==> config.mk <==
export PLATFORM = sky130hd
export DESIGN_NAME = fetch_line_buffer
export DESIGN_NICKNAME = d
export VERILOG_FILES = /design/src/rtl/fetch_line_buffer.sv
export SDC_FILE = /design/constraint.sdc
export NUM_CORES = 1
export LEC_CHECK = 0
export BUFFER_PORTS_ARGS = -buffer_cell sky130_fd_sc_hd__buf_2
export CORE_MARGIN = 10
export CORE_UTILIZATION = 47
export DETAILED_ROUTE_END_ITERATION = 10
export PLACE_DENSITY = 0.86
export SLEW_MARGIN = 10
export SYNTH_ARGS = -nofsm -noshare
export SYNTH_HDL_FRONTEND = slang
export SYNTH_SLANG_ARGS = --single-unit
==> constraint.sdc <==
create_clock -name clk -period 1.8 [get_ports clk]
set_clock_uncertainty 0.1 [all_clocks]
set_input_delay 0.36 -clock clk [delete_from_list [all_inputs] [get_ports clk]]
set_output_delay 0.36 -clock clk [all_outputs]
set_load 0.005 [all_outputs]
==> src/rtl/fetch_line_buffer.sv <==
// Instruction-fetch front end: holds one memory line, refills it on a miss through a
// req/valid handshake, and follows EX redirects, including ones that arrive mid-refill.
module fetch_line_buffer #(
  parameter int XLEN       = 32,
  parameter int PC_BITS    = 5,
  parameter int LINE_WORDS = 4
) (
  input  logic                                      clk,
  input  logic                                      rst,
  input  logic                                      redirect_valid,
  input  logic [PC_BITS-1:0]                        redirect_pc,
  input  logic                                      stall_in,
  output logic                                      mem_req,
  output logic [PC_BITS-$clog2(LINE_WORDS)-1:0]     mem_line_addr,
  input  logic                                      mem_valid,
  input  logic [XLEN*LINE_WORDS-1:0]                mem_line,
  output logic                                      inst_valid,
  output logic [XLEN-1:0]                           inst,
  output logic [PC_BITS-1:0]                        pc,
  output logic                                      fetch_stall
);
  localparam int OFF_W = $clog2(LINE_WORDS);
  localparam int IDX_W = PC_BITS - OFF_W;

  // A request stays up from S_REQ through S_WAIT until the line arrives; the line is
  // written on the mem_valid edge so the very next cycle is back in S_IDLE and can hit.
  typedef enum logic [1:0] {S_IDLE, S_REQ, S_WAIT} state_t;

  state_t                             state_q;
  logic [PC_BITS-1:0]                 pc_q;
  logic [IDX_W-1:0]                   tag_q, req_idx_q;
  logic                               buf_vld_q, drop_q;
  logic [LINE_WORDS-1:0][XLEN-1:0]    line_q;

  logic [IDX_W-1:0] pc_idx, rd_idx;
  logic [OFF_W-1:0] pc_off;
  logic             hit;

  assign pc_idx = pc_q[PC_BITS-1:OFF_W];
  assign pc_off = pc_q[OFF_W-1:0];
  assign rd_idx = redirect_pc[PC_BITS-1:OFF_W];
  assign hit    = buf_vld_q && (tag_q == pc_idx);

  assign inst_valid    = hit && (state_q == S_IDLE);
  assign inst          = line_q[pc_off];
  assign pc            = pc_q;
  assign fetch_stall   = rst && !inst_valid;
  assign mem_req       = (state_q != S_IDLE);
  assign mem_line_addr = req_idx_q;

  always_ff @(posedge clk or negedge rst) begin
    if (!rst) begin
      state_q   <= S_IDLE;
      pc_q      <= '0;
      tag_q     <= '0;
      req_idx_q <= '0;
      buf_vld_q <= 1'b0;
      drop_q    <= 1'b0;
      line_q    <= '0;
    end else begin
      if (redirect_valid)
        pc_q <= redirect_pc;
      else if (inst_valid && !stall_in)
        pc_q <= pc_q + PC_BITS'(1);

      case (state_q)
        S_IDLE: begin
          // A redirect moves pc away, so the miss is re-evaluated next cycle on the target.
          if (!hit && !redirect_valid) begin
            state_q   <= S_REQ;
            req_idx_q <= pc_idx;
            drop_q    <= 1'b0;
          end
        end
        S_REQ, S_WAIT: begin
          if (mem_valid) begin
            state_q <= S_IDLE;
            drop_q  <= 1'b0;
            if (!drop_q) begin
              line_q    <= mem_line;
              tag_q     <= req_idx_q;
              buf_vld_q <= 1'b1;
            end
          end else begin
            state_q <= S_WAIT;
            // Only the latest redirect matters: returning to the requested line revives the fill.
            if (redirect_valid)
              drop_q <= (rd_idx != req_idx_q);
          end
        end
        default: state_q <= S_IDLE;
      endcase
    end
  end
endmodule

Word level (Yosys, flattened, before mapping)
Index checks and enable logic that the tools add are counted.
- flip-flop bits (word level): 143
- input port bits: 138
- output and inout bits: 43
- word-level logic and storage cells: 47
- add/sub/neg operators: 1
- $lt $le $gt $ge: 1
- equal/unequal tests: 6
- muxes and demuxes: 11
- bitwise logic cells: 1
- reduce and logical (&&, ||, !) cells: 17
- operators with widths (cell ; count):
    binary-select mux 32 bit (select 2 bit) ; 1
    2-to-1 mux 32 bit ; 1
    2-to-1 mux 5 bit ; 2
    AND reduction 3 bit ; 2
    nonzero test 2 bit ; 3
    adder 5 x 1 -> 5 bit, second input constant ; 1
    logical AND 1 bit ; 5
    zero test 1 bit ; 4
    2-to-1 mux 2 bit ; 2
    case mux 2 bit (2 select lines) ; 1
    == test 3 bit ; 1
    less-than comparator 2 x 3 -> 1 bit, second input constant ; 1
    2-to-1 mux 1 bit ; 3
    != test 3 bit ; 1
    != test 3 bit, second input constant ; 1
    == test 2 x 1 -> 1 bit, second input constant ; 1
    == test 2 bit, second input constant ; 1
    zero test 2 bit ; 1
    != test 2 x 1 -> 1 bit, second input constant ; 1
    case mux 1 bit (2 select lines) ; 1
    AND reduction 2 bit ; 1
    OR reduction 2 bit ; 1
    inverter 1 bit ; 1

Depth between registers and ports, before layout
- word-level depth: 6
- depth in mapped cells: 6
- gate-level depth less buffers: 6

Worst setup path before layout
No wires, ideal clock.
- kind: register to register
- start: register pc_q[3], in the netlist pc[3]
- end: register pc_q[1], in the netlist pc[1]
- library setup time: 125 ps
- arrival time: 1685 ps
- required time: 1575 ps
- setup slack: -110 ps
- cell stages (with the launch flop): 5
- buffers on the path: 0
- period minus slack after synthesis: 1910 ps
- path through: dfrtp_1 -> xor2_2 -> nor4_2 -> mux2_1 -> mux2_2
- longest elaborated chain between the ends: 5
- RTL lines (item ; line ; text):
    from (decl) ; 30 ; logic [PC_BITS-1:0] pc_q;
    from (signal assigned) ; 62 ; pc_q <= redirect_pc;
    from (signal assigned) ; 64 ; pc_q <= pc_q + PC_BITS'(1);
    == test 3 bit ; 42 ; assign hit = buf_vld_q && (tag_q == pc_idx);
    logical AND 1 bit ; 42 ;
    logical AND 1 bit ; 44 ; assign inst_valid = hit && (state_q == S_IDLE);
    logical AND 1 bit ; 63 ; else if (inst_valid && !stall_in)
    nonzero test 2 bit (no line) ; - ;
No other way between the ends.
A chain may end at the register's enable or synchronous reset.

Worst setup path in the final report
- start: register pc_q[0], in the netlist pc[0]
- end: output inst[31]
- longest elaborated chain between the ends: 2
- RTL lines (item ; line ; text):
    binary-select mux 32 bit (select 2 bit) ; 45 ; assign inst = line_q[pc_off];
    2-to-1 mux 32 bit (implied by the code) ; 45 ;
    to (decl) ; 18 ; output logic [XLEN-1:0] inst,
No other way between the ends. The select of a mux whose other input is x is not followed.

==> flow_summary.ini <==
[setup_path]
r2r-end = pc[1]
required_ns = 1.34
critPathSlowestCell = mux4_2
reg2reg_slack_ns = -0.13
max_stage_delay_ns = 0.51
critPathBufInv = 3
worstPathArrival_ns = 1.78
path_max_fanout = 9
start_kind = flop
path_class = reg2out
cp.depth = 4
r2r_start = tag_q[2]
endpoint = inst[31]
path_cells = buf_6, clkbuf_16, mux4_2, buf_2
cp-end-kind = output port
critPathLaunch = pc[0]
r2r_cells = 5
cp_top_family = multiplexers

[timing]
maxSlewViolCount = 0
timing.final.ws_setup_ns = -0.4426
finalSetupViolations = 45
rsz0062_at_grt = true
worstMarginPinSlew_ns = 0.7693
whs_ns = 0.05044
fin_crit_ns = 2.243
hold_viol = 0
slew_headroom_pct = 48.71
period_share_pct = 124.6
tns_ns = -13.58
clock.fmax_mhz = 445.9

[synthesis]
synth_ff_type = dfrtp_1
synth-edff-count = 0
synth_common_cells = 143 x dfrtp_1, 85 x mux2_1, 53 x mux2_2
synth_cell_types = 27
yosysWarnings = 0
synth_nets = 524
synth-seq-area-share_pct = 56.52
yosysMostFrequentCell = dfrtp_1
async_flop_share_pct = 100.0
netlist_instances = 383
ys_ff_latch = 143
avgSynthCellArea_um2 = 16.53
synth_top_area_share_pct = 56.52
syn-cell-area_um2 = 6331
synthTopCellsByArea = dfrtp_1 57%, mux2_1 15%, mux4_2 11%, mux2_2 9.4%, buf_2 0.95%
yosysTopAreaCell = dfrtp_1

[job]
drv_cap = 0

[floorplanning]
core.rowCount = 42
num_io_pins = 181
core-area_um2 = 13240
die_h_um = 136.1
start_util_pct = 47.81
die_area_um2 = 18510
die_w_um = 136.1

[outcome]
status = complete, but fails checks
violations = negative setup slack

[layout]
num_antenna_cells = 0
nFillCells = 857
multi_input_area_um2 = 3048
seqCellArea_um2 = 3586
area_growth_pct = 48.66
nets = 766
drive_gt1_share_pct = 67.45

[placement]
dp_hpwl_um = 11710
gp_congestion = 0.8641
io_buffers = 180

[cts]
cts_max_path_buffers = 2
cts_sinks = 143
clk_latency_ns = 0.42
numCtsBuffers = 17
cts_tree = built
clk_pin_slew_ns = 0.06
htree_levels = 4
ctsRootBufferMaster = clkbuf_16

[pwr]
swShare_pct = 29.66
p_per_area_nw_per_um2 = 1897
power.leakage_nw = 4.547
peakVddDrop_uv = 985.5
clock_power_share_pct = 20.5
p_comb_share_pct = 46.6
p_seq_share_pct = 32.9
p_int_w = 0.01256
p_switching_w = 0.005295

[drt]
vias = 4399
routed_via_density = 5.417
firstDrtPassIters = 4
drt_iter0_drc = 310
wirelength_um = 19400
wire_per_inst_um = 23.89
drt.antenna.violating_nets = 0
drcViolationCount = 0

[grt]
met3_usage_pct = 6.199
grt_max_degree = 83
gr-usage-met1_pct = 19.70
antenna_found_initial = 2
grt.overflow.total = 0
grt.busiest_layer = met2
grt_pass1_vias = 4846
grtUsageTotal_pct = 17.74
grt_pass1_wl_um = 25400
use_met2_pct = 30.67

[worst_hold_path]
hp-class = in2reg
## power groups by stage
stage	registers, W	logic (W)	clock network, W
after floorplan	0.00542	0.00370	0
after global placement	0.00558	0.00520	0
after detailed placement	0.00576	0.00548	0
after CTS	0.00577	0.00597	0.00372
after global routing	0.00605	0.00878	0.00389
final	0.00587	0.00832	0.00366
## placed cells by master (no fill, tap or decap), types with 2 or more instances in the layout
cell type,netlist,routed
xor2_4,0,3
bufinv_16,0,4
clkbuf_16,0,32
buf_2,12,177
o21ai_1,3,2
mux2_1,85,36
buf_16,0,4
buf_12,0,7
ha_1,3,2
a22oi_1,2,2
buf_8,0,5
inv_2,0,2
mux2_4,0,81
nor2b_1,3,3
mux2_2,53,21
mux2i_1,3,3
clkinv_2,0,3
xnor2_1,5,5
dfrtp_2,0,6
nand3b_1,2,2
buf_4,0,21
buf_6,0,16
dfrtp_1,143,137
clkinvlp_4,0,3
nand2_1,6,5
nand2b_1,2,2
nor3_1,2,2
nor4_4,0,3
mux4_2,32,32
## cell type report
| type | instances | area share [%] |
|---|---|---|
| clock inverters | 11 | 1.768 |
| multi-input cells | 214 | 32.38 |
| repair buffers | 246 | 20.55 |
| flip-flops and latches | 143 | 38.10 |
| well taps | 176 | 2.340 |
| inverters | 3 | 0.1462 |
| clock buffers | 19 | 4.706 |
## worst reg2reg max path: stages (launching register included)
cell and delay, ns:
dfrtp_2 0.44, xor2_4 0.20, buf_6 0.15, nor4_4 0.34, mux2_4 0.34, mux2_2 0.26
## layer usage
layer / routed length (µm) / part of all wire (%)
met5: 13 / 0.067
met4: 300 / 1.5
met3: 1298 / 6.7
met2: 10060 / 52
met1: 7731 / 40
## state kept, by name, summed over array words and instances, names as in the netlist
name and flops:
tag_q 3, line_q 128, buf_vld_q 1, pc 5
state_q 2, drop_q 1, mem_line_addr 3
## timing repair
| action | CTS | global route |
|---|---|---|
| resized for setup | 27 | 105 |
| endpoints found under the setup margin | 162 | 140 |
| cloned | 0 | 19 |
| buffers inserted | 10 | 10 |
| hold buffers | 1 | 0 |
| hold endpoints to repair | 82 | 0 |
| pin swaps | 8 | 6 |
## logic make-up (layout without fill, tap and decap cells)
logic type | Yosys count | in the layout | synth area share, %
muxes | 173 | 173 | 36.40
AOI/OAI and AO/OA | 8 | 8 | 0.7905
adders and majority gates | 3 | 3 | 0.5929
DFF | 143 | 143 | 56.52
xor gates and xnor gates | 8 | 8 | 1.462
buffers and inverters | 26 | 279 | 1.779
and+or+nand+nor | 22 | 22 | 2.450
## worst min-delay path by stage
stage,from,slack (ns),to,cells past startpoint
finish,mem_line[74],0.05,line_q[74],2
global route,mem_line[75],0.04,line_q[75],2
CTS,mem_line[74],0.04,line_q[74],2
detailed placement,rst,0.34,line_q[92],2
global placement,rst,0.32,line_q[28],2
floorplan,rst,-0.04,buf_vld_q,0
## metrics by stage
step	std cells	util (%)	worst slack, ns	instance area [µm²]	power (W)
floorplan	383	-	-0.06883	6361	0.009115
global placement	742	58.06	-0.02034	7689	0.01078
detailed placement	742	58.06	-0.1388	7689	0.01124
CTS	783	64.19	-0.4366	8501	0.01546
global route	812	71.07	-0.4991	9412	0.01872
finish	812	71.07	-0.4426	9412	0.01786
(Power assumes the default switching activity.)
